--- src/rtl/bayer_frame_framer.sv ---
// Bayer sensor framer: tracks row/column of incoming raw pixels, tags each with its
// CFA phase and frame/line markers, and buffers them in a first-word-fall-through FIFO.
module bayer_frame_framer #(
    parameter int DATA_W     = 12,
    parameter int DIM_W      = 12,
    parameter int FIFO_DEPTH = 8
) (
    input  logic              clock,
    input  logic              reset_n,
    input  logic              cfg_enable,
    input  logic [DIM_W-1:0]  cfg_width,
    input  logic [DIM_W-1:0]  cfg_height,
    input  logic [1:0]        cfg_shift,
    input  logic              s_fs,
    input  logic              s_ls,
    input  logic              s_valid,
    input  logic [DATA_W-1:0] s_data,
    output logic              m_valid,
    input  logic              m_ready,
    output logic [DATA_W-1:0] m_data,
    output logic [1:0]        m_phase,
    output logic              m_sof,
    output logic              m_eol,
    output logic              m_eof,
    output logic              frame_done,
    output logic              err_overflow,
    output logic              err_line_len
);

    localparam int AW = $clog2(FIFO_DEPTH);
    localparam int EW = DATA_W + 5;

    typedef enum logic [1:0] {
        IDLE    = 2'd0,
        WAIT_FS = 2'd1,
        ACTIVE  = 2'd2
    } state_t;

    state_t             state_q;
    logic [DIM_W-1:0]   col_q, row_q, col_d, row_d;
    logic [DIM_W-1:0]   width_q, height_q;
    logic [1:0]         shift_q;
    logic               frame_done_q, err_len_q, err_ovf_q;

    logic [EW-1:0]      mem_q [FIFO_DEPTH];
    logic [AW-1:0]      wr_ptr_q, rd_ptr_q;
    logic [AW:0]        count_q;

    logic               fs_cyc_s, accept_s, drop_len_s, push_s, pop_s, full_s;
    logic               wr_s, ovf_s, eof_s, len_err_s, sof_s, eol_s;
    logic [DIM_W-1:0]   pc_s, pr_s, eff_width_s, eff_height_s;
    logic [1:0]         eff_shift_s, phase_s;

    // Pixel position, tagging and error detection for the current input cycle
    always_comb begin
        fs_cyc_s     = cfg_enable && s_fs && (state_q == WAIT_FS || state_q == ACTIVE);
        eff_width_s  = fs_cyc_s ? cfg_width  : width_q;
        eff_height_s = fs_cyc_s ? cfg_height : height_q;
        eff_shift_s  = fs_cyc_s ? cfg_shift  : shift_q;
        len_err_s    = 1'b0;
        if (fs_cyc_s) begin
            pc_s = '0;
            pr_s = '0;
            len_err_s = (state_q == ACTIVE);
        end else if (state_q == ACTIVE && s_ls) begin
            // A line start before any pixel of the frame just opens line 0
            pc_s = '0;
            if (row_q == '0 && col_q == '0) begin
                pr_s = '0;
            end else begin
                pr_s = row_q + DIM_W'(1);
                len_err_s = (col_q != width_q);
            end
        end else begin
            pc_s = col_q;
            pr_s = row_q;
        end
        accept_s   = cfg_enable && s_valid && (state_q == ACTIVE || fs_cyc_s);
        drop_len_s = accept_s && (pc_s == eff_width_s);
        push_s     = accept_s && !drop_len_s;
        len_err_s  = len_err_s || drop_len_s;
        pop_s      = m_valid && m_ready;
        full_s     = (count_q == (AW+1)'(FIFO_DEPTH));
        wr_s       = push_s && (!full_s || pop_s);
        ovf_s      = push_s && full_s && !pop_s;
        sof_s      = (pr_s == '0) && (pc_s == '0);
        eol_s      = (pc_s == eff_width_s - DIM_W'(1));
        eof_s      = push_s && eol_s && (pr_s == eff_height_s - DIM_W'(1));
        phase_s    = {pr_s[0] ^ eff_shift_s[1], pc_s[0] ^ eff_shift_s[0]};
        col_d      = push_s ? pc_s + DIM_W'(1) : pc_s;
        row_d      = pr_s;
    end

    // Framing FSM, position counters, latched config and status flags
    always_ff @(posedge clock or negedge reset_n) begin
        if (!reset_n) begin
            state_q      <= IDLE;
            col_q        <= '0;
            row_q        <= '0;
            width_q      <= '0;
            height_q     <= '0;
            shift_q      <= 2'b00;
            frame_done_q <= 1'b0;
            err_len_q    <= 1'b0;
            err_ovf_q    <= 1'b0;
        end else if (!cfg_enable) begin
            state_q      <= IDLE;
            col_q        <= '0;
            row_q        <= '0;
            frame_done_q <= 1'b0;
            err_len_q    <= 1'b0;
            err_ovf_q    <= 1'b0;
        end else begin
            frame_done_q <= eof_s;
            err_len_q    <= err_len_q | len_err_s;
            err_ovf_q    <= err_ovf_q | ovf_s;
            case (state_q)
                IDLE: state_q <= WAIT_FS;
                WAIT_FS, ACTIVE: begin
                    if (fs_cyc_s) begin
                        width_q  <= cfg_width;
                        height_q <= cfg_height;
                        shift_q  <= cfg_shift;
                        state_q  <= ACTIVE;
                    end
                    if (eof_s) begin
                        state_q <= WAIT_FS;
                        col_q   <= '0;
                        row_q   <= '0;
                    end else if (state_q == ACTIVE || fs_cyc_s) begin
                        col_q <= col_d;
                        row_q <= row_d;
                    end
                end
                default: state_q <= IDLE;
            endcase
        end
    end

    // FIFO pointers and occupancy; disabling the framer flushes the buffer
    always_ff @(posedge clock or negedge reset_n) begin
        if (!reset_n) begin
            wr_ptr_q <= '0;
            rd_ptr_q <= '0;
            count_q  <= '0;
        end else if (!cfg_enable) begin
            wr_ptr_q <= '0;
            rd_ptr_q <= '0;
            count_q  <= '0;
        end else begin
            if (wr_s) wr_ptr_q <= wr_ptr_q + AW'(1);
            if (pop_s) rd_ptr_q <= rd_ptr_q + AW'(1);
            case ({wr_s, pop_s})
                2'b10:   count_q <= count_q + (AW+1)'(1);
                2'b01:   count_q <= count_q - (AW+1)'(1);
                default: count_q <= count_q;
            endcase
        end
    end

    // FIFO storage; contents are never observed while the buffer is empty
    always_ff @(posedge clock) begin
        if (wr_s) mem_q[wr_ptr_q] <= {s_data, phase_s, sof_s, eol_s, eof_s};
    end

    assign m_valid = (count_q != '0);
    assign {m_data, m_phase, m_sof, m_eol, m_eof} = m_valid ? mem_q[rd_ptr_q] : {EW{1'b0}};
    assign frame_done   = frame_done_q;
    assign err_overflow = err_ovf_q;
    assign err_line_len = err_len_q;

endmodule

--- config.mk ---
export PLATFORM = sky130hd
export DESIGN_NAME = bayer_frame_framer
export DESIGN_NICKNAME = d
export VERILOG_FILES = /design/src/rtl/bayer_frame_framer.sv
export SDC_FILE = /design/constraint.sdc
export NUM_CORES = 1
export LEC_CHECK = 0
export ABC_AREA = 1
export CAP_MARGIN = 20
export CORE_MARGIN = 2
export CORE_UTILIZATION = 40
export DETAILED_ROUTE_END_ITERATION = 8
export PLACE_DENSITY_LB_ADDON = 0.25
export SYNTH_ARGS = -nofsm -noshare
export SYNTH_HDL_FRONTEND = slang
export SYNTH_SLANG_ARGS = --single-unit
--- constraint.sdc ---
create_clock -name clock -period 3.95 [get_ports clock]
set_input_delay 0.79 -clock clock [delete_from_list [all_inputs] [get_ports clock]]
set_output_delay 0.79 -clock clock [all_outputs]
set_load 0.03 [all_outputs]
After elaboration in Yosys (flattened, before gate mapping):

Memories as Yosys holds them, arrays and structs flattened.
Cells that the tools add are included.

* $lt $le $gt $ge: 0
* bitwise gates (word level): 4
* $mul: 0
* div/mod/pow operators: 0
* add/sub/neg operators: 8
* reductions and logical operators: 31
* eq/ne operators: 15
* muxes and demuxes: 36
* shifts and indexed selects: 0

Operators with widths (count)
* $mux W12: 16
* $logic_not A12 Y1: 4
* $eq A12 B12 Y1: 3
* $add A12 B1 Y12 const B: 2
* $sub A12 B1 Y12 const B: 2
* $mux W17: 1
* $logic_and A1 B1 Y1: 15
* $mux W3: 4
* $ne A12 B12 Y1: 1
* $mux W1: 8
* $mux W2: 4
* $pmux W4 S2: 1
* $add A3 B1 Y3 const B: 2
* $ne A2 B1 Y1 const B: 3
* $ne A3 B1 Y1 const B: 2
* $add A4 B1 Y4 const B: 1
* $eq A2 B1 Y1 const B: 2
* $eq A2 B2 Y1 const B: 2
* $eq A4 B4 Y1 const B: 1
* $logic_or A1 B1 Y1: 4
* $mux W4: 1
* $ne A4 B4 Y1 const B: 1
* $pmux W2 S2: 1
* $reduce_and A2 Y1: 2
* other kinds (7): 11

* memory bits (writable): 136
* word-level logic and storage cells: 107
* latch bits: 0
* flip-flop bits (word level): 65
* output and inout port bits: 21
* ROM bits: 0
* bits of input ports: 45
* memories: 1

Memory list
* mem_q: words 8, width 17, read ports 1, clocked after Yosys merged registers in 0, write ports 1, line 45 `logic [EW-1:0] mem_q [FIFO_DEPTH];`

Logic depth before layout (Yosys ltp):

* depth in word-level cells: 13
* depth in mapped cells: 24
* depth with buffers taken out: 21

Worst setup path after synthesis:

OpenSTA, ideal clock, no wires.

* path type: input port to flip-flop
* start: input port s_fs
* end: memory mem_q[0][0] (netlist bit), enable pin
* path buffers: 2
* required time: 3.560 ns
* path slack: 0.526 ns
* stages: 16
* data arrival time: 3.033 ns
* library setup time: 0.390 ns
* cell sequence: buf_4 > nand3_4 > buf_6 > nand3_1 > inv_2 > nand2_1 > nand2_1 > nand2_1 > nor2_1 > nand3_2 > nand2_4 > inv_2 > nand2_1 > inv_1 > nand2_1 > nor2_1

* word-level cells in the longest chain between the ends: 10
* elaborated cells between the ends (all ways): 13
* those cells by class: eq/ne (1); mux (4); reduce/logical (8)

Ends and longest elaborated chain
* start, declared: line 14 `input logic s_fs,`
* $logic_and A1 B1 Y1 * (2 in a row): line 56 `fs_cyc_s = cfg_enable && s_fs && (state_q == WAIT_FS || state_q == ACTIVE);`
* $mux W12 (tied with other cells): line 61 `if (fs_cyc_s) begin`
* $eq A12 B12 Y1 / $logic_and A1 B1 Y1 (equally long branches): line 79, 78
* $logic_and A1 B1 Y1: line 79 `drop_len_s = accept_s && (pc_s == eff_width_s);`
* $logic_not A1 Y1: line 80 `push_s = accept_s && !drop_len_s;`
* $logic_and A1 B1 Y1 *: line 80
* $logic_and A1 B1 Y1 *: line 84 `wr_s = push_s && (!full_s || pop_s);`
* $mux W1 *: line 163 `if (wr_s) mem_q[wr_ptr_q] <= {s_data, phase_s, sof_s, eol_s, eof_s};`
* $mux W1 (not written as such) *: line 163
* end, declared: line 45

Every way passes the cells marked *; elsewhere a longest branch is shown, timed or not.

Worst setup path in the final report:

* start: register count_q[0]
* end: output port m_data[7]

* word-level cells in the longest chain between the ends: 2

Ends and longest elaborated chain
* start, declared: line 47 `logic [AW:0] count_q;`
* start signal, assigned: line 154 `2'b10: count_q <= count_q + (AW+1)'(1);`
* start signal, assigned: line 155 `2'b01: count_q <= count_q - (AW+1)'(1);`
* start signal, assigned: line 156 `default: count_q <= count_q;`
* $reduce_bool A4 Y1: line 166 `assign m_valid = (count_q != '0);`
* $mux W17: line 167 `assign {m_data, m_phase, m_sof, m_eol, m_eof} = m_valid ? mem_q[rd_ptr_q] : {EW{1'b0}};`
* end, declared: line 20 `output logic [DATA_W-1:0] m_data,`

Every way passes these cells.

==> flow_summary.ini <==
[status]
status = finished, final reports clean

[layout]
fin_cells = 1752
drive_gt1_share_pct = 11.1
nets = 1452
syn_to_final_growth_pct = 19.6
antenna_cells = 0

[sta]
slew_viol_final = 0
max-slew-margin-rel_pct = 54.1
min_period_ns = 3.62
skew_ns = 0.0124
setup_viol = 0
tns_ns = 0
rsz0062_at_grt = false
min_period_over_period_pct = 91.6
worstMarginPinSlew_ns = 0.687
fmax_ghz = 0.276
finalHoldViolCount = 0

[power]
switching_share_pct = 37.6
pwr-share-comb_pct = 38.2
seq_power_share_pct = 33.8
power.share.clock_pct = 28.0
pwr_density_cell_nw_per_um2 = 591
leakage_nw = 5.70
internal_power_mw = 4.82
switching_power_mw = 2.90
irDropWorstVdd_mv = 0.425

[placed_design]
dp_hpwl_um = 19100
post-place-cells = 1708
port_buffers = 65
gp_congestion = 0.946

[grt]
grtUsageTotal_pct = 19.4
grt_antenna_before_repair = 0
overflow = 0
grt_pass1_wl_um = 44400
grt_max_degree = 70
grt_pass1_vias = 8590

[floorplanning]
core_um2 = 26900
ioPinCount = 66
die_area_um2 = 28700
initial_core_util_pct = 40.7
die_width_um = 169
chipHeight_um = 169
std_cell_rows = 60

[route]
viasPerCell = 5.15
drtIter0Drc = 687
drt-wirelength-per-cell_um = 15.8
dr.pass1.iters = 5
final_antenna_net_count = 0
routed_wirelength_um = 27600
vias = 9022
drc_errors = 0

[synth]
ys_async_sr_fraction_pct = 32.3
synth_top_cell_by_area = edfxtp_1
ys_seq_area_share_pct = 52.3
syn_area_per_cell_um2 = 8.44
syn_inst = 1294
synth_area_leaders = edfxtp_1 (37%), dfrtp_1 (15%), nand2_1 (11%)
synth_nets = 1353
synth.distinct_cells = 41
ys_ff_latch = 201
netlist.area_leader.share_pct = 37.4
synth_ff_type = edfxtp_1
netlist_area_um2 = 10900
synth_edf_count = 136
synth_warnings = 0

[worst_setup_path]
crit_chain = nor2_1 -> nand3_1 -> buf_4 -> o21ai_0 -> a31oi_1 -> clkdlybuf4s50_1
crit_required_ns = 3.16
critPathLaunchType = register
critPathKind = reg -> out
crit_family = buffers and inverters
slowest_stage = clkdlybuf4s50_1
worstSetupEndpointType = output port
crit_fanout = 13
cp_num_buf_inv = 2
max_stage_delay_ns = 0.63
worstPathArrival_ns = 2.83

[clocking]
clk_pin_slew_ns = 0.06
cts_setup_buffers = 0
cts.sinks = 201
cts_tree = done
insertion_delay_ns = 0.52
cts_buffer_depth = 3
root_buffer = clkbuf_16
cts_htree_levels = 1
cts_made_buffers = 24

[job]
cap_violations = 0

[min_path]
min_path_type = in -> async
==> per-layer routing <==
metal	vias to the layer above	wire length, µm	share of wire, %	track usage, %
met5	-	0	0	0
met4	0	649	2.4	5.87
met3	53	1460	5.3	2.96
met2	229	12800	46	32.4
met1	4198	12700	46	26.3
li1	4542	-	-	-
==> what timing repair did <==
item	CTS	global route
setup endpoints to repair	0	3
resized for setup	0	1
hold buffers	0	0
==> cell families after synthesis <==
kind of cell	synth area share, %
buffers and inverters	7.11
and+or+nand+nor	27.3
adders and majority gates	1.67
AOI/OAI and AO/OA	9.41
xor gates and xnor gates	2.24
DFF	52.3
==> Yosys cell counts, drive strengths merged, types with 13 or more instances <==
cell type and instances:
a31oi 18, buf 22, clkbuf 27, dfrtp 65
edfxtp 136, ha 13, inv 132, nand2 330
nand3 104, nand4 39, nor2 189, o21ai 135
o22ai 19, xor2 25
==> cell type report <==
class	instances	area [µm²]
Tap cell	341	427
Multi-Input combinational cell	910	4460
Sequential cell	201	5710
Fill cell	2582	13800
Clock inverter	17	143
Clock buffer	27	633
Timing Repair Buffer	122	1190
Inverter	134	503
==> sequential cells by signal, summed over array words and instances, names as in the netlist <==
name	cells
frame_done	1
col_q	12
state_q	2
mem_q	136
row_q	12
count_q	4
wr_ptr_q	3
shift_q	2
err_line_len	1
width_q	12
err_overflow	1
height_q	12
rd_ptr_q	3
==> path summary, 6_finish.rpt <==
check / cells after the start / slack (ns) / end / startpoint
min: 1 / 0.27 / row_q[5] / reset_n
max in group asynchronous: 3 / 2.85 / count_q[3] / reset_n
min reg2reg: 2 / 0.50 / shift_q[0] / shift_q[0]
max reg2reg: 19 / 0.38 / col_q[7] / state_q[1]
max: 6 / 0.33 / m_data[7] / count_q[0]
min in group clock: 2 / 0.50 / shift_q[0] / shift_q[0]
==> power groups by stage <==
stage	Sequential, mW	Combinational [mW]	Clock [mW]
2_1_floorplan	2.60	2.06	0
3_5_place_dp	2.65	2.94	0
5_1_grt	2.63	3.32	2.30
3_3_place_gp	2.64	2.92	0
6_report	2.61	2.95	2.17
4_1_cts	2.61	2.95	2.22
==> cell usage in the layout, fill, tap and decap left out, types with 7 or more instances in the layout <==
master	n
nor2_1	170
nand3_1	94
dfrtp_1	64
nor2_2	16
clkdlybuf4s50_1	62
o21ai_1	23
o21ai_2	7
inv_1	125
nand4_1	39
clkbuf_16	25
o21ai_0	105
edfxtp_1	136
ha_1	12
nand2_2	9
nor4_1	8
xor2_1	25
nand2_1	319
nand3_2	9
o22ai_1	19
clkinv_1	9
buf_4	49
buf_12	10
a31oi_1	18
==> per-stage QoR <==
step | setup WS (ns) | hold WS (ns) | power [mW] | util [%] | cell area, µm²
final | 0.331 | 0.271 | 7.72 | 48.6 | 13100
after global routing | 0.0488 | 0.297 | 8.25 | 48.6 | 13100
after CTS | 0.272 | 0.275 | 7.77 | 48.6 | 13100
after global placement | 0.0573 | 0.481 | 5.56 | 45.6 | 12300
after floorplan | 0.526 | 0.463 | 4.66 | - | 10900
after detailed placement | -0.0410 | 0.485 | 5.58 | 45.7 | 12300
No activity file was read; power rests on OpenSTA's default activity.
